## src/rtl/fifo_reader_if.sv

```systemverilog
// fifo_reader_if -- groups the FIFO read port and the downstream valid/ready
// port of fifo_reader.
//   FIFO side      : Fifo_empty, almost_empty, Fifo_Data_out, valid_read (to reader),
//                    Fifo_rd (from reader)
//   Downstream side: data_out, data_valid (from reader), data_ready (to reader)
// modport master = the reader, modport slave = the FIFO + consumer environment.
interface fifo_reader_if #(
  parameter int BITNUMBER = 6
);
  logic                 Fifo_empty;
  logic                 almost_empty;
  logic [BITNUMBER-1:0] Fifo_Data_out;
  logic                 valid_read;
  logic                 Fifo_rd;
  logic [BITNUMBER-1:0] data_out;
  logic                 data_valid;
  logic                 data_ready;

  modport master (
    input  Fifo_empty, almost_empty, Fifo_Data_out, valid_read, data_ready,
    output Fifo_rd, data_out, data_valid
  );

  modport slave (
    output Fifo_empty, almost_empty, Fifo_Data_out, valid_read, data_ready,
    input  Fifo_rd, data_out, data_valid
  );
endinterface

```

## src/rtl/fifo_reader.sv

```systemverilog
// fifo_reader -- drains a 1-cycle-latency FIFO into a valid/ready stream
// through a 2-entry skid buffer.
//   clk, reset : clock, asynchronous active-high reset
//   enable     : 1 = drain the FIFO, 0 = finish in-flight work and go idle
//   bus        : fifo_reader_if.master (FIFO read port + downstream port)
//   busy       : FSM is not IDLE
//   word_count : words handed downstream (wraps)
//   rd_error   : sticky, set by a valid_read with no read outstanding
module fifo_reader #(
  parameter int BITNUMBER = 6,
  parameter int CNTWIDTH  = 8
) (
  input  logic                clk,
  input  logic                reset,
  input  logic                enable,
  fifo_reader_if.master       bus,
  output logic                busy,
  output logic [CNTWIDTH-1:0] word_count,
  output logic                rd_error
);

  typedef enum logic [1:0] {IDLE, RUN, FLUSH} state_t;

  state_t               state, state_nxt;
  logic [BITNUMBER-1:0] sbuf [2];
  logic                 wr_ptr, rd_ptr;
  logic [1:0]           occ;
  logic                 in_flight;   // Fifo_rd issued last cycle, word arrives now
  logic                 last_pop;    // last cycle popped the final FIFO word
  logic                 fresh;       // first cycle after reset release
  logic                 xfer, cap, bad;
  logic [1:0]           slots;

  assign xfer = (occ != 2'd0) && bus.data_ready;
  assign cap  = bus.valid_read && in_flight;
  // A stray valid_read right after reset belongs to a read that reset
  // discarded, so it is neither captured nor flagged.
  assign bad  = bus.valid_read && !in_flight && !fresh;

  // Occupancy counted after this cycle's transfer leaves, so a word can be
  // requested every cycle while the consumer keeps up.
  assign slots = occ - 2'(xfer) + 2'(in_flight);

  assign bus.Fifo_rd    = (state == RUN) && !bus.Fifo_empty && !last_pop && (slots < 2'd2);
  assign bus.data_valid = (occ != 2'd0);
  assign bus.data_out   = sbuf[rd_ptr];

  always_comb begin
    state_nxt = state;
    busy      = (state != IDLE);
    case (state)
      IDLE:    if (enable) state_nxt = RUN;
      RUN:     if (!enable) state_nxt = FLUSH;
      FLUSH: begin
        if (enable)                            state_nxt = RUN;
        else if (!in_flight && occ == 2'd0)    state_nxt = IDLE;
      end
      default: state_nxt = IDLE;
    endcase
  end

  always_ff @(posedge clk or posedge reset) begin
    if (reset) begin
      state      <= IDLE;
      sbuf[0]    <= '0;
      sbuf[1]    <= '0;
      wr_ptr     <= 1'b0;
      rd_ptr     <= 1'b0;
      occ        <= 2'd0;
      in_flight  <= 1'b0;
      last_pop   <= 1'b0;
      fresh      <= 1'b1;
      word_count <= '0;
      rd_error   <= 1'b0;
    end else begin
      state     <= state_nxt;
      in_flight <= bus.Fifo_rd;
      last_pop  <= bus.Fifo_rd && bus.almost_empty;
      fresh     <= 1'b0;
      if (bad) rd_error <= 1'b1;
      if (cap) begin
        sbuf[wr_ptr] <= bus.Fifo_Data_out;
        wr_ptr       <= ~wr_ptr;
      end
      if (xfer) begin
        rd_ptr     <= ~rd_ptr;
        word_count <= word_count + CNTWIDTH'(1);
      end
      occ <= occ + 2'(cap) - 2'(xfer);
    end
  end

endmodule

```

## src/flat_wrapper.sv

```systemverilog
// flat-port wrapper written by rule: the top's interface ports become plain ports
module fifo_reader_flat 
#(
  parameter int BITNUMBER = 6,
  parameter int CNTWIDTH  = 8
)
  (clk, reset, enable, busy, word_count, rd_error, bus_Fifo_empty, bus_almost_empty, bus_Fifo_Data_out, bus_valid_read, bus_data_ready, bus_Fifo_rd, bus_data_out, bus_data_valid);
  fifo_reader_if #(.BITNUMBER(BITNUMBER)) bus_i ();
  input  logic clk;
  input  logic reset;
  input  logic enable;
  output logic busy;
  output logic [CNTWIDTH-1:0] word_count;
  output logic rd_error;
  input wire logic [$bits(bus_i.Fifo_empty)-1:0] bus_Fifo_empty;
  input wire logic [$bits(bus_i.almost_empty)-1:0] bus_almost_empty;
  input wire logic [$bits(bus_i.Fifo_Data_out)-1:0] bus_Fifo_Data_out;
  input wire logic [$bits(bus_i.valid_read)-1:0] bus_valid_read;
  input wire logic [$bits(bus_i.data_ready)-1:0] bus_data_ready;
  output wire logic [$bits(bus_i.Fifo_rd)-1:0] bus_Fifo_rd;
  output wire logic [$bits(bus_i.data_out)-1:0] bus_data_out;
  output wire logic [$bits(bus_i.data_valid)-1:0] bus_data_valid;
  assign bus_i.Fifo_empty = bus_Fifo_empty;
  assign bus_i.almost_empty = bus_almost_empty;
  assign bus_i.Fifo_Data_out = bus_Fifo_Data_out;
  assign bus_i.valid_read = bus_valid_read;
  assign bus_i.data_ready = bus_data_ready;
  assign bus_Fifo_rd = bus_i.Fifo_rd;
  assign bus_data_out = bus_i.data_out;
  assign bus_data_valid = bus_i.data_valid;
  fifo_reader #(.BITNUMBER(BITNUMBER), .CNTWIDTH(CNTWIDTH)) u_core (.clk(clk), .reset(reset), .enable(enable), .bus(bus_i), .busy(busy), .word_count(word_count), .rd_error(rd_error));
endmodule
```

## config.mk

```make
export PLATFORM = sky130hd
export DESIGN_NAME = fifo_reader_flat
export DESIGN_NICKNAME = d
export VERILOG_FILES = /design/src/rtl/fifo_reader_if.sv /design/src/rtl/fifo_reader.sv /design/src/flat_wrapper.sv
export SDC_FILE = /design/constraint.sdc
export NUM_CORES = 1
export LEC_CHECK = 0
export CAP_MARGIN = 20
export CORE_MARGIN = 8
export CORE_UTILIZATION = 48
export DETAILED_ROUTE_END_ITERATION = 6
export PLACE_DENSITY = 0.87
export SYNTH_ARGS = -nofsm -noshare
export SYNTH_HDL_FRONTEND = slang
export SYNTH_SLANG_ARGS = --single-unit
```

## constraint.sdc

```tcl
create_clock -name clk -period 2.3 [get_ports clk]
set_input_delay 0.345 -clock clk [delete_from_list [all_inputs] [get_ports clk]]
set_output_delay 0.345 -clock clk [all_outputs]
set_load 0.03 [all_outputs]
```

==> results.tsv, run 1 <==
metric	value	unit
Max-Cap Viols	0	
min cycle time layout	2.21	ns
layout cells sized above 1	28.9	%
Synth-to-Final Area Change	31.6	%
clock buffer count from CTS	5	
first-pass GRT wire length	4410	um
Pwr Density	1370	nW/um2
most used cell, CP	nor2b_1	
largest area contributor in the netlist	dfrtp_1	
dpl ws	0.0949	ns
Top FF cell, synth	dfrtp_1	
LEAKAGE	0.816	nW
Residual DRC	0	
crit path kind	flop to output port	
worst-case clock skew	0.0126	ns
IO buf count	30	
Final setup viols	0	
CTS Root Cell	clkbuf_4	
CTS max path bufs	2	
clk_lat worst skew	0.33	ns
Synth Cell Area	1340	um2
Seq/Total Area, Yosys	56.3	%
CP cell instances	o21ai_2, inv_2, ha_1, nor2b_1, xnor2_1, nor2b_1, buf_4	
Fillers	229	
Final Hold Fails	0	
vias in the first global route	944	
synth cell count leaders	29 x dfrtp_1, 12 x mux2_2, 8 x xnor2_1	
Synth Register Bits	30	
Nets	157	
Chip Height	68.8	um
post-route setup slack	0.0925	ns
CP top delay family	flip-flops	
Diodes inserted	0	
DP HPWL	2060	um
Mapped Nets	116	
Buf/Inv on CP	2	
Worst Path Arrival	1.86	ns
CP Max Fanout	5	
largest net degree at the start of global routing	14	
site row count	19	
All-Layer GR Usage	13.3	%
status	finished clean	
initial antenna violation count	0	
Synth async-reset ratio	100	%
wire per inst	15.6	um
Layout Utilization	64.9	%
clock sinks	30	
Starting Density	49.3	%
global route total overflow	0	
Iter 0 DRT Violations	7	
DRT antenna net count	0	
CP Launch Type	flop	
Mean Syn Cell Area	13.4	um2
final WL	2690	um
Slew Viols, Final	0	
Hold Path Class	primary input to async pin	
CTS Hold Bufs	0	
Area contributors post-synth	dfrtp_1 54%, mux2_2 10%, mux2_4 6.7%, xnor2_1 5.2%, ha_1 2.8%	
placed cells	162	
Worst path max stage delay	0.40	ns
I/O pin cnt	31	
peak supply drop	856	uV
worst path required time	1.96	ns
vias per inst	5.01	
DR vias	867	
Synth cell types	29	
RD Place Congestion	0.790	
area of the core	2710	um2
Worst setup EP type	output port	
YS warnings	0	
TritonCTS clock tree	yes	
die area	4730	um2
final period utilization	96.0	%
H-Tree Depth	2	
final non-filler cell total	173	
Horiz. Die Dim	68.8	um
1st-pass router iterations	2	
Crit-path slowest cell	dfrtp_1	
Reg clk slew, reported paths	0.09	ns
Post-synth EDFFs	0	
post-synth top area share	54.3	%
cells after synthesis	100	
fmax	453	MHz
count leader, synth	dfrtp_1	
-- worst reg2reg max path, delay by kind of cell (launching register included) --
family | cells | cell delay [ns]
buffers and inverters | 1 | 0.08
and+or+nand+nor | 2 | 0.33
xor gates and xnor gates | 1 | 0.15
adders and majority gates | 1 | 0.30
AOI/OAI and AO/OA | 1 | 0.18
DFF | 1 | 0.40
-- flip-flops by register name (all words and copies together), names as in the netlist --
| name | flops |
|---|---|
| u_core.word_count | 8 |
| u_core.occ | 2 |
| u_core.fresh | 1 |
| u_core.state | 2 |
| u_core.sbuf | 12 |
| u_core.wr_ptr | 1 |
| u_core.rd_error | 1 |
| u_core.in_flight | 1 |
| u_core.rd_ptr | 1 |
| u_core.last_pop | 1 |
-- metal layers --
metal	vias to the layer above	wire length, um	track usage [%]
met4	0	83	9.77
met2	20	1450	23.2
met5	-	0	0
met3	8	133	4.36
met1	423	1020	13.0
li1	416	-	-
-- worst paths after layout --
path	from	to	slack, ns	depth (start not counted)
max in group asynchronous	reset	u_core.fresh	1.44	3
worst min register to register	u_core.word_count[7]	u_core.word_count[7]	0.48	1
worst max-delay path	u_core.occ[1]	bus_Fifo_rd	0.09	7
worst max register to register	u_core.occ[1]	u_core.last_pop	0.76	6
worst min-delay path	reset	u_core.rd_ptr	0.28	2
min in group clk	u_core.word_count[7]	u_core.word_count[7]	0.48	1
-- placed cells by master, fill, tap and decap left out, drive strengths merged, types with 2 or more instances in the layout --
master / n
nor2b: 3
o21ai: 2
nor3: 3
clkbuf: 8
mux2: 18
xnor2: 8
nand4: 2
buf: 7
xor2: 4
or2: 3
dfrtp: 29
ha: 3
clkdlybuf4s50: 29
inv: 4
nand2: 8
nand2b: 2
-- cell type report --
| type | count | area (um2) | share of cell area, % |
|---|---|---|---|
| Sequential cell | 30 | 752 | 42.8 |
| Tap cell | 31 | 38.8 | 2.21 |
| Inverter | 4 | 15.0 | 0.854 |
| Timing Repair Buffer | 36 | 343 | 19.5 |
| Multi-Input combinational cell | 64 | 561 | 31.9 |
| Clock buffer | 8 | 48.8 | 2.78 |
-- where the power goes --
group	switching, mW	total (mW)	leakage [nW]	internal, mW
clock network	0.169	0.291	0.0265	0.121
registers	0.174	0.907	0.371	0.733
logic	0.585	1.22	0.419	0.631
total	0.928	2.41	0.816	1.49
-- per-stage QoR --
| step | hold slack [ns] | setup TNS [ns] | total power [mW] | area [um2] |
|---|---|---|---|---|
| 6_report | 0.280 | 0 | 2.41 | 1760 |
| 4_1_cts | 0.271 | 0 | 2.40 | 1740 |
| 3_5_place_dp | 0.472 | 0 | 2.08 | 1680 |
| 2_1_floorplan | 0.408 | 0 | 1.66 | 1340 |
| 5_1_grt | 0.315 | -0.0141 | 2.55 | 1760 |
| 3_3_place_gp | 0.455 | 0 | 2.04 | 1680 |
-- cell families (layout without fill, tap and decap cells) --
group                    after synthesis  count (layout)  synth area share, %
buffers and inverters                  6              48                 2.34
flip-flops                            30              30                 56.3
adder cells (fa/ha/maj)                3               3                 2.81
other                                  1               1                0.281
AO/OA/AOI/OAI                          4               4                 1.97
multiplexers                          18              18                 16.9
XOR/XNOR                              12              12                 7.87
AND/OR/NAND/NOR                       26              26                 11.6
-- timing repair --
item | in CTS | in global routing
resized for setup | 1 | 0
endpoints found under the setup margin | 1 | 1
pin swaps | 0 | 2
setup buffers | 0 | 3
Power figures use the tool's default switching activity.
==> inputs of run 2 (changes only) <==
--- a/config.mk
+++ b/config.mk
@@ -7,9 +7,11 @@
 export LEC_CHECK = 0
 export CAP_MARGIN = 20
 export CORE_MARGIN = 8
-export CORE_UTILIZATION = 48
+export CORE_UTILIZATION = 60
+export CTS_CLUSTER_SIZE = 25
 export DETAILED_ROUTE_END_ITERATION = 6
-export PLACE_DENSITY = 0.87
+export DONT_BUFFER_PORTS = 1
+export PLACE_DENSITY = 0.86
 export SYNTH_ARGS = -nofsm -noshare
 export SYNTH_HDL_FRONTEND = slang
 export SYNTH_SLANG_ARGS = --single-unit
==> run 2 against run 1 <==
  * Sequential power increased by 14%
  * Global-route usage increased by 0.40 points
  * Clock skew about the same
  * Critical path type unchanged
  * Worst hold slack got worse by 0.18 ns
  * Non-clock buffer count decreased by 32
  * Critical path depth unchanged
  * Register-to-register slack got worse by 0.07 ns
==> results.tsv, run 2 (synthesis gave the netlist of run 1 again) <==
metric	value	unit	change
status	finished clean		unchanged
die area	3990	um2	was 4730 um2
peak supply drop	724	uV	was 856 uV
1st-pass router iterations	2		unchanged
biggest regs	u_core.sbuf: 12 flops, u_core.word_count: 8 flops		unchanged
largest net degree at the start of global routing	17		was 14
Top reg by flops	u_core.sbuf		unchanged
Psw	0.869	mW	was 0.928 mW
area of the core	2150	um2	was 2710 um2
Worst Tran Pin Value	0.561	ns	
reg2reg start	u_core.occ[1]		unchanged
final period utilization	93.3	%	was 96.0%
first-pass GRT wire length	4300	um	was 4410 um
Chip Height	63.2	um	was 68.8 um
final WL	2370	um	was 2690 um
clk_lat worst skew	0.32	ns	was 0.33 ns
Worst path max stage delay	0.43	ns	was 0.40 ns
internal power	1.24	mW	was 1.49 mW
vias per inst	5.38		was 5.01
CTS max path bufs	2		unchanged
I/O pin cnt	31		unchanged
Horiz. Die Dim	63.2	um	was 68.8 um
layout cells sized above 1	35.5	%	was 28.9%
H-Tree Depth	2		unchanged
worst hold path endpoint	u_core.state[1]		
worst-case clock skew	0.0130	ns	was 0.0126 ns
Clk pwr share	14.8	%	was 12.1%
min cycle time layout	2.15	ns	was 2.21 ns
wire per inst	17.2	um	was 15.6 um
placement-stage cell area	1380	um2	was 1680 um2
Max-Cap Viols	0		unchanged
Hold Path Class	primary input to flop		was primary input to async pin
Slew headroom	62.5	%	
r2r setup slk	0.69	ns	was 0.76 ns
crit path kind	flop to output port		unchanged
fmax	466	MHz	was 453 MHz
Gate power share	36.5	%	was 50.4%
DRT antenna net count	0		unchanged
max FFs per register	12		unchanged
Switching Fraction	41.2	%	was 38.5%
Reg power frac	48.7	%	was 37.6%
commonest non-fill, non-tap cell in the layout	dfrtp_1		
LEAKAGE	0.696	nW	was 0.816 nW
DP HPWL	1850	um	was 2060 um
Fillers	156		was 229
CTS Root Cell	clkbuf_4		unchanged
Starting Density	62.2	%	was 49.3%
IO buf count	0		was 30
TritonCTS clock tree	yes		unchanged
Reg2Reg Depth	7		was 6
Nets	125		was 157
site row count	17		was 19
Reg clk slew, reported paths	0.07	ns	was 0.09 ns
Pwr Density	1450	nW/um2	was 1370 nW/um2
CP Max Fanout	5		unchanged
hold_sp	enable		
most frequent cells in the layout	29 x dfrtp_1, 12 x mux2_2, 7 x xnor2_1, 7 x nand2_1, 6 x mux2_4		was 29 x clkdlybuf4s50_1, 29 x dfrtp_1, 12 x mux2_2
initial antenna violation count	0		unchanged
Residual DRC	0		unchanged
RD Place Congestion	0.701		was 0.790
Min-Delay Path Depth	1		
post-route setup slack	0.155	ns	was 0.0925 ns
Setup crit start	u_core.occ[1]		unchanged
setup repair bufs after CTS	0		unchanged
dpl ws	0.429	ns	was 0.0949 ns
CP cell instances	o21ai_2, inv_2, ha_1, xnor2_2, xnor2_1, nor2b_1, buf_4		was o21ai_2, inv_2, ha_1, nor2b_1, xnor2_1, nor2b_1, buf_4
Iter 0 DRT Violations	15		was 7
DR vias	742		was 867
Diodes inserted	0		unchanged
Worst setup EP type	output port		unchanged
vias in the first global route	844		was 944
final instance area	1460	um2	was 1760 um2
clock buffer count from CTS	5		unchanged
All-Layer GR Usage	13.7	%	was 13.3%
reg2reg end	u_core.in_flight		was u_core.last_pop
Final setup viols	0		unchanged
CP Launch Type	flop		unchanged
Synth-to-Final Area Change	8.99	%	was 31.6%
Final Hold Fails	0		unchanged
clock sinks	30		unchanged
Crit-path slowest cell	dfrtp_1		unchanged
global route total overflow	0		unchanged
Slew Viols, Final	0		unchanged
worst path required time	1.96	ns	about the same
Worst Path Arrival	1.80	ns	was 1.86 ns
-- run 2: changes by cell type in the layout (fill, tap and decap cells not counted) --
cell | before | now
dlygate4sd3_1 | 0 | 1
nor2b_1 | 3 | 2
clkdlybuf4s50_1 | 29 | 0
clkbuf_1 | 3 | 2
buf_4 | 7 | 3
nor2b_2 | 0 | 1
clkbuf_8 | 0 | 1
-- run 2: what timing repair did --
action | in CTS | in global routing
hold buffers | 1 | 0
endpoints found under the hold margin | 14 | 0
gates resized for setup | 0 | 2
endpoints found under the setup margin | 0 | 1
-- run 2: layout make-up --
| class | count | area (um2) | area share, % |
|---|---|---|---|
| sequential | 30 | 752 | 51.6 |
| tap | 28 | 35.0 | 2.41 |
| clock buffer | 8 | 58.8 | 4.04 |
| multi-input combinational | 64 | 563 | 38.7 |
| timing repair buffer | 4 | 32.5 | 2.23 |
| inverter | 4 | 15.0 | 1.03 |
-- run 2: critical path, delay by kind of cell (launching register included) --
family,cells,cell delay [ns]
fa+ha+maj,1,0.22
flops,1,0.43
xor+xnor,2,0.36
buf+inv,2,0.24
simple gates,1,0.07
compound gates,1,0.16
-- run 2: layer usage --
layer	vias up	track usage, %	part of all wire (%)
met3	8	6.01	6.1
met1	365	14.8	40
met4	0	6.69	1.8
met2	16	22.5	52
met5	-	0	0
li1	353	-	-
-- run 2: how the worst max path moves through the flow --
stage / end / slack [ns] / cells after the start
6_report: bus_Fifo_rd / 0.15 / 7
5_1_grt: bus_Fifo_rd / -0.007 / 7
4_1_cts: bus_Fifo_rd / 0.06 / 7
3_5_place_dp: bus_Fifo_rd / 0.43 / 7
3_3_place_gp: bus_Fifo_rd / 0.46 / 7
2_1_floorplan: bus_Fifo_rd / 0.13 / 6
-- run 2: stage by stage --
stage               hold slack (ns)   TNS, ns  power (mW)  util [%]  std cells
floorplan                     0.408         0        1.66         -        100
global placement              0.303         0        1.75      64.1        129
detailed placement            0.315         0        1.80      64.1        129
CTS                          0.0871         0        2.12      67.3        138
global route                 0.0687  -0.00742        2.26      67.8        138
finish                       0.0965         0        2.11      67.8        138
-- run 2: power groups by stage --
stage / registers [mW] / clock network, mW / logic [mW]
after floorplan: 0.962 / 0 / 0.695
after global placement: 1.02 / 0 / 0.734
after detailed placement: 1.04 / 0 / 0.758
after CTS: 1.03 / 0.322 / 0.767
after global routing: 1.06 / 0.351 / 0.843
final: 1.03 / 0.312 / 0.770
==> inputs of run 3 (changes only) <==
--- a/config.mk
+++ b/config.mk
@@ -12,6 +12,7 @@
 export DETAILED_ROUTE_END_ITERATION = 6
 export DONT_BUFFER_PORTS = 1
 export PLACE_DENSITY = 0.86
+export SLEW_MARGIN = 20
 export SYNTH_ARGS = -nofsm -noshare
 export SYNTH_HDL_FRONTEND = slang
 export SYNTH_SLANG_ARGS = --single-unit
==> constraint.sdc (replaced) <==
create_clock -name clk -period 2.1 [get_ports clk]
set_input_delay 0.315 -clock clk [delete_from_list [all_inputs] [get_ports clk]]
set_output_delay 0.315 -clock clk [all_outputs]
set_load 0.03 [all_outputs]
==> run 3 against run 2 <==
  * Combinational power rose by 28%
  * Cell count increased by 0.72%
  * Count of clock-buffer cells in the layout is the same
  * Sequential power grew 9.7%
  * Global-route usage decreased by 0.64 points
  * Core utilization up 1.9 points
  * Clock skew shrank 0.0082 ns
  * Critical path depth fell by 1
  * Setup slack got worse by 0.087 ns
  * Via count grew 1.9%
  * Largest power group unchanged
==> results.tsv, run 3 (synthesis gave the netlist of run 1 again) <==
metric	value	unit	change
status	finished clean		unchanged
H-Tree Depth	2		unchanged
Hold Path Class	primary input to flop		unchanged
All-Layer GR Usage	13.1	%	was 13.7%
Synth-to-Final Area Change	12.1	%	was 8.99%
RSZ-0062 raised after global routing	yes		
crit path kind	flop to output port		unchanged
CP Launch Type	flop		unchanged
clk_lat worst skew	0.32	ns	about the same
min cycle time layout	2.03	ns	
Nets	126		was 125
worst path required time	1.78	ns	was 1.96 ns
DR vias	756		was 742
Starting Density	62.2	%	unchanged
DRT antenna net count	0		unchanged
initial antenna violation count	0		unchanged
reg2reg end	u_core.last_pop		was u_core.in_flight
vias per inst	5.44		was 5.38
worst-case clock skew	0.00480	ns	was 0.0130 ns
first-pass GRT wire length	3980	um	was 4300 um
reg2reg start	u_core.occ[0]		was u_core.occ[1]
largest net degree at the start of global routing	31		was 17
total power	2.43	mW	was 2.11 mW
placed cells	128		was 129
vias in the first global route	836		was 844
Clk pwr share	13.0	%	was 14.8%
I/O pin cnt	31		unchanged
r2r setup slk	0.57	ns	was 0.69 ns
Top reg by flops	u_core.sbuf		unchanged
Slew Viols, Final	0		unchanged
Reg2Reg Depth	6		was 7
Max-Cap Viols	0		unchanged
Residual DRC	0		unchanged
commonest non-fill, non-tap cell in the layout	dfrtp_1		unchanged
dpl ws	0.145	ns	was 0.429 ns
Min-Delay Path Depth	1		unchanged
Psw	1.02	mW	was 0.869 mW
CP cell instances	o21ai_2, inv_2, ha_4, nor2b_4, xnor2_2, nor2b_4		was o21ai_2, inv_2, ha_1, xnor2_2, xnor2_1, nor2b_1, buf_4
biggest regs	u_core.sbuf: 12 flops, u_core.word_count: 8 flops		unchanged
clock buffer count from CTS	5		unchanged
Gate power share	40.7	%	was 36.5%
most used cell, CP	nor2b_4		
1st-pass router iterations	4		was 2
site row count	17		unchanged
LEAKAGE	0.703	nW	was 0.696 nW
Reg power frac	46.3	%	was 48.7%
Horiz. Die Dim	63.2	um	unchanged
hold_sp	enable		unchanged
Iter 0 DRT Violations	15		unchanged
TritonCTS clock tree	yes		unchanged
Reg clk slew, reported paths	0.09	ns	was 0.07 ns
post-route setup slack	0.0674	ns	was 0.155 ns
CP Max Fanout	5		unchanged
Worst path max stage delay	0.41	ns	was 0.43 ns
most frequent cells in the layout	29 x dfrtp_1, 12 x mux2_2, 7 x nand2_1, 6 x xnor2_1, 6 x mux2_4		was 29 x dfrtp_1, 12 x mux2_2, 7 x xnor2_1, 7 x nand2_1, 6 x mux2_4
CTS max path bufs	2		unchanged
clock sinks	30		unchanged
Worst Path Arrival	1.72	ns	was 1.80 ns
area of the core	2150	um2	unchanged
wire per inst	17.4	um	was 17.2 um
final WL	2420	um	was 2370 um
die area	3990	um2	unchanged
Fillers	162		was 156
final non-filler cell total	139		was 138
DP HPWL	1660	um	was 1850 um
max FFs per register	12		unchanged
peak supply drop	961	uV	was 724 uV
internal power	1.41	mW	was 1.24 mW
final period utilization	96.8	%	
Final Hold Fails	0		unchanged
Diodes inserted	0		unchanged
Switching Fraction	41.9	%	was 41.2%
fmax	492	MHz	
Crit-path slowest cell	dfrtp_1		unchanged
Chip Height	63.2	um	unchanged
worst hold path endpoint	u_core.state[1]		unchanged
CTS Root Cell	clkbuf_4		unchanged
RD Place Congestion	0.696		was 0.701
Layout Utilization	69.7	%	was 67.8%
Pwr Density	1620	nW/um2	was 1450 nW/um2
global route total overflow	0		unchanged
layout cells sized above 1	37.8	%	was 35.5%
Final setup viols	0		unchanged
Worst setup EP type	output port		unchanged
IO buf count	0		unchanged
## run 3: cell types whose count changed in the layout (fill, tap and decap cells not counted), sizes merged
| cell | delta |
|---|---|
| buf | +1 |
## run 3: how the worst max path moves through the flow
stage | slack, ns | cells past startpoint | start | to
after floorplan | 0.10 | 6 | u_core.occ[0] | bus_Fifo_rd
after global placement | 0.22 | 6 | u_core.occ[0] | bus_Fifo_rd
after detailed placement | 0.14 | 6 | u_core.occ[0] | bus_Fifo_rd
after CTS | 0.05 | 6 | u_core.occ[1] | bus_Fifo_rd
after global routing | -0.009 | 6 | u_core.occ[0] | bus_Fifo_rd
final | 0.07 | 6 | u_core.occ[0] | bus_Fifo_rd
## run 3: worst max-delay path, delay by kind of cell, from the launching register on
kind	cells	cell delay [ns]
buf+inv	1	0.09
simple gates	2	0.28
xor+xnor	1	0.15
compound gates	1	0.18
flops	1	0.41
fa+ha+maj	1	0.29
## run 3: timing repair
| item | 4_1_cts | 5_1_grt |
|---|---|---|
| gates cloned | 0 | 0 |
| hold buffers | 1 | 0 |
| hold endpoints to repair | 29 | 0 |
| buffers inserted | 2 | 0 |
| pin swaps | 2 | 3 |
| endpoints found under the setup margin | 1 | 1 |
| gates resized for setup | 5 | 2 |
## run 3: through the flow
step	hold WS (ns)	TNS, ns	cell area [um2]
after floorplan	0.378	0	1340
after detailed placement	0.303	0	1370
final	0.0450	0	1500
after global placement	0.294	0	1370
after global routing	0.0355	-0.00950	1500
after CTS	0.0337	0	1480
## run 3: routing by layer
layer	global-route usage [%]	vias up	share of wire, %
li1	-	355	-
met4	9.19	0	2.2
met3	5.12	5	5.6
met5	0	-	0
met2	22.3	20	54
met1	12.7	376	38
## run 3: power by group through the flow
stage | Clock, mW | Combinational [mW] | Sequential [mW]
final | 0.317 | 0.988 | 1.13
after global routing | 0.360 | 1.06 | 1.16
after CTS | 0.326 | 0.946 | 1.12
after detailed placement | 0 | 0.827 | 1.14
after global placement | 0 | 0.802 | 1.12
after floorplan | 0 | 0.765 | 1.05
## run 3: cell type report
cell class | count | area [um2] | area share [%]
flip-flops and latches | 30 | 752 | 50.2
multi-input cells | 64 | 607 | 40.5
clock buffers | 8 | 48.8 | 3.26
repair buffers | 5 | 40.0 | 2.67
well taps | 28 | 35.0 | 2.34
inverters | 4 | 15.0 | 1.00
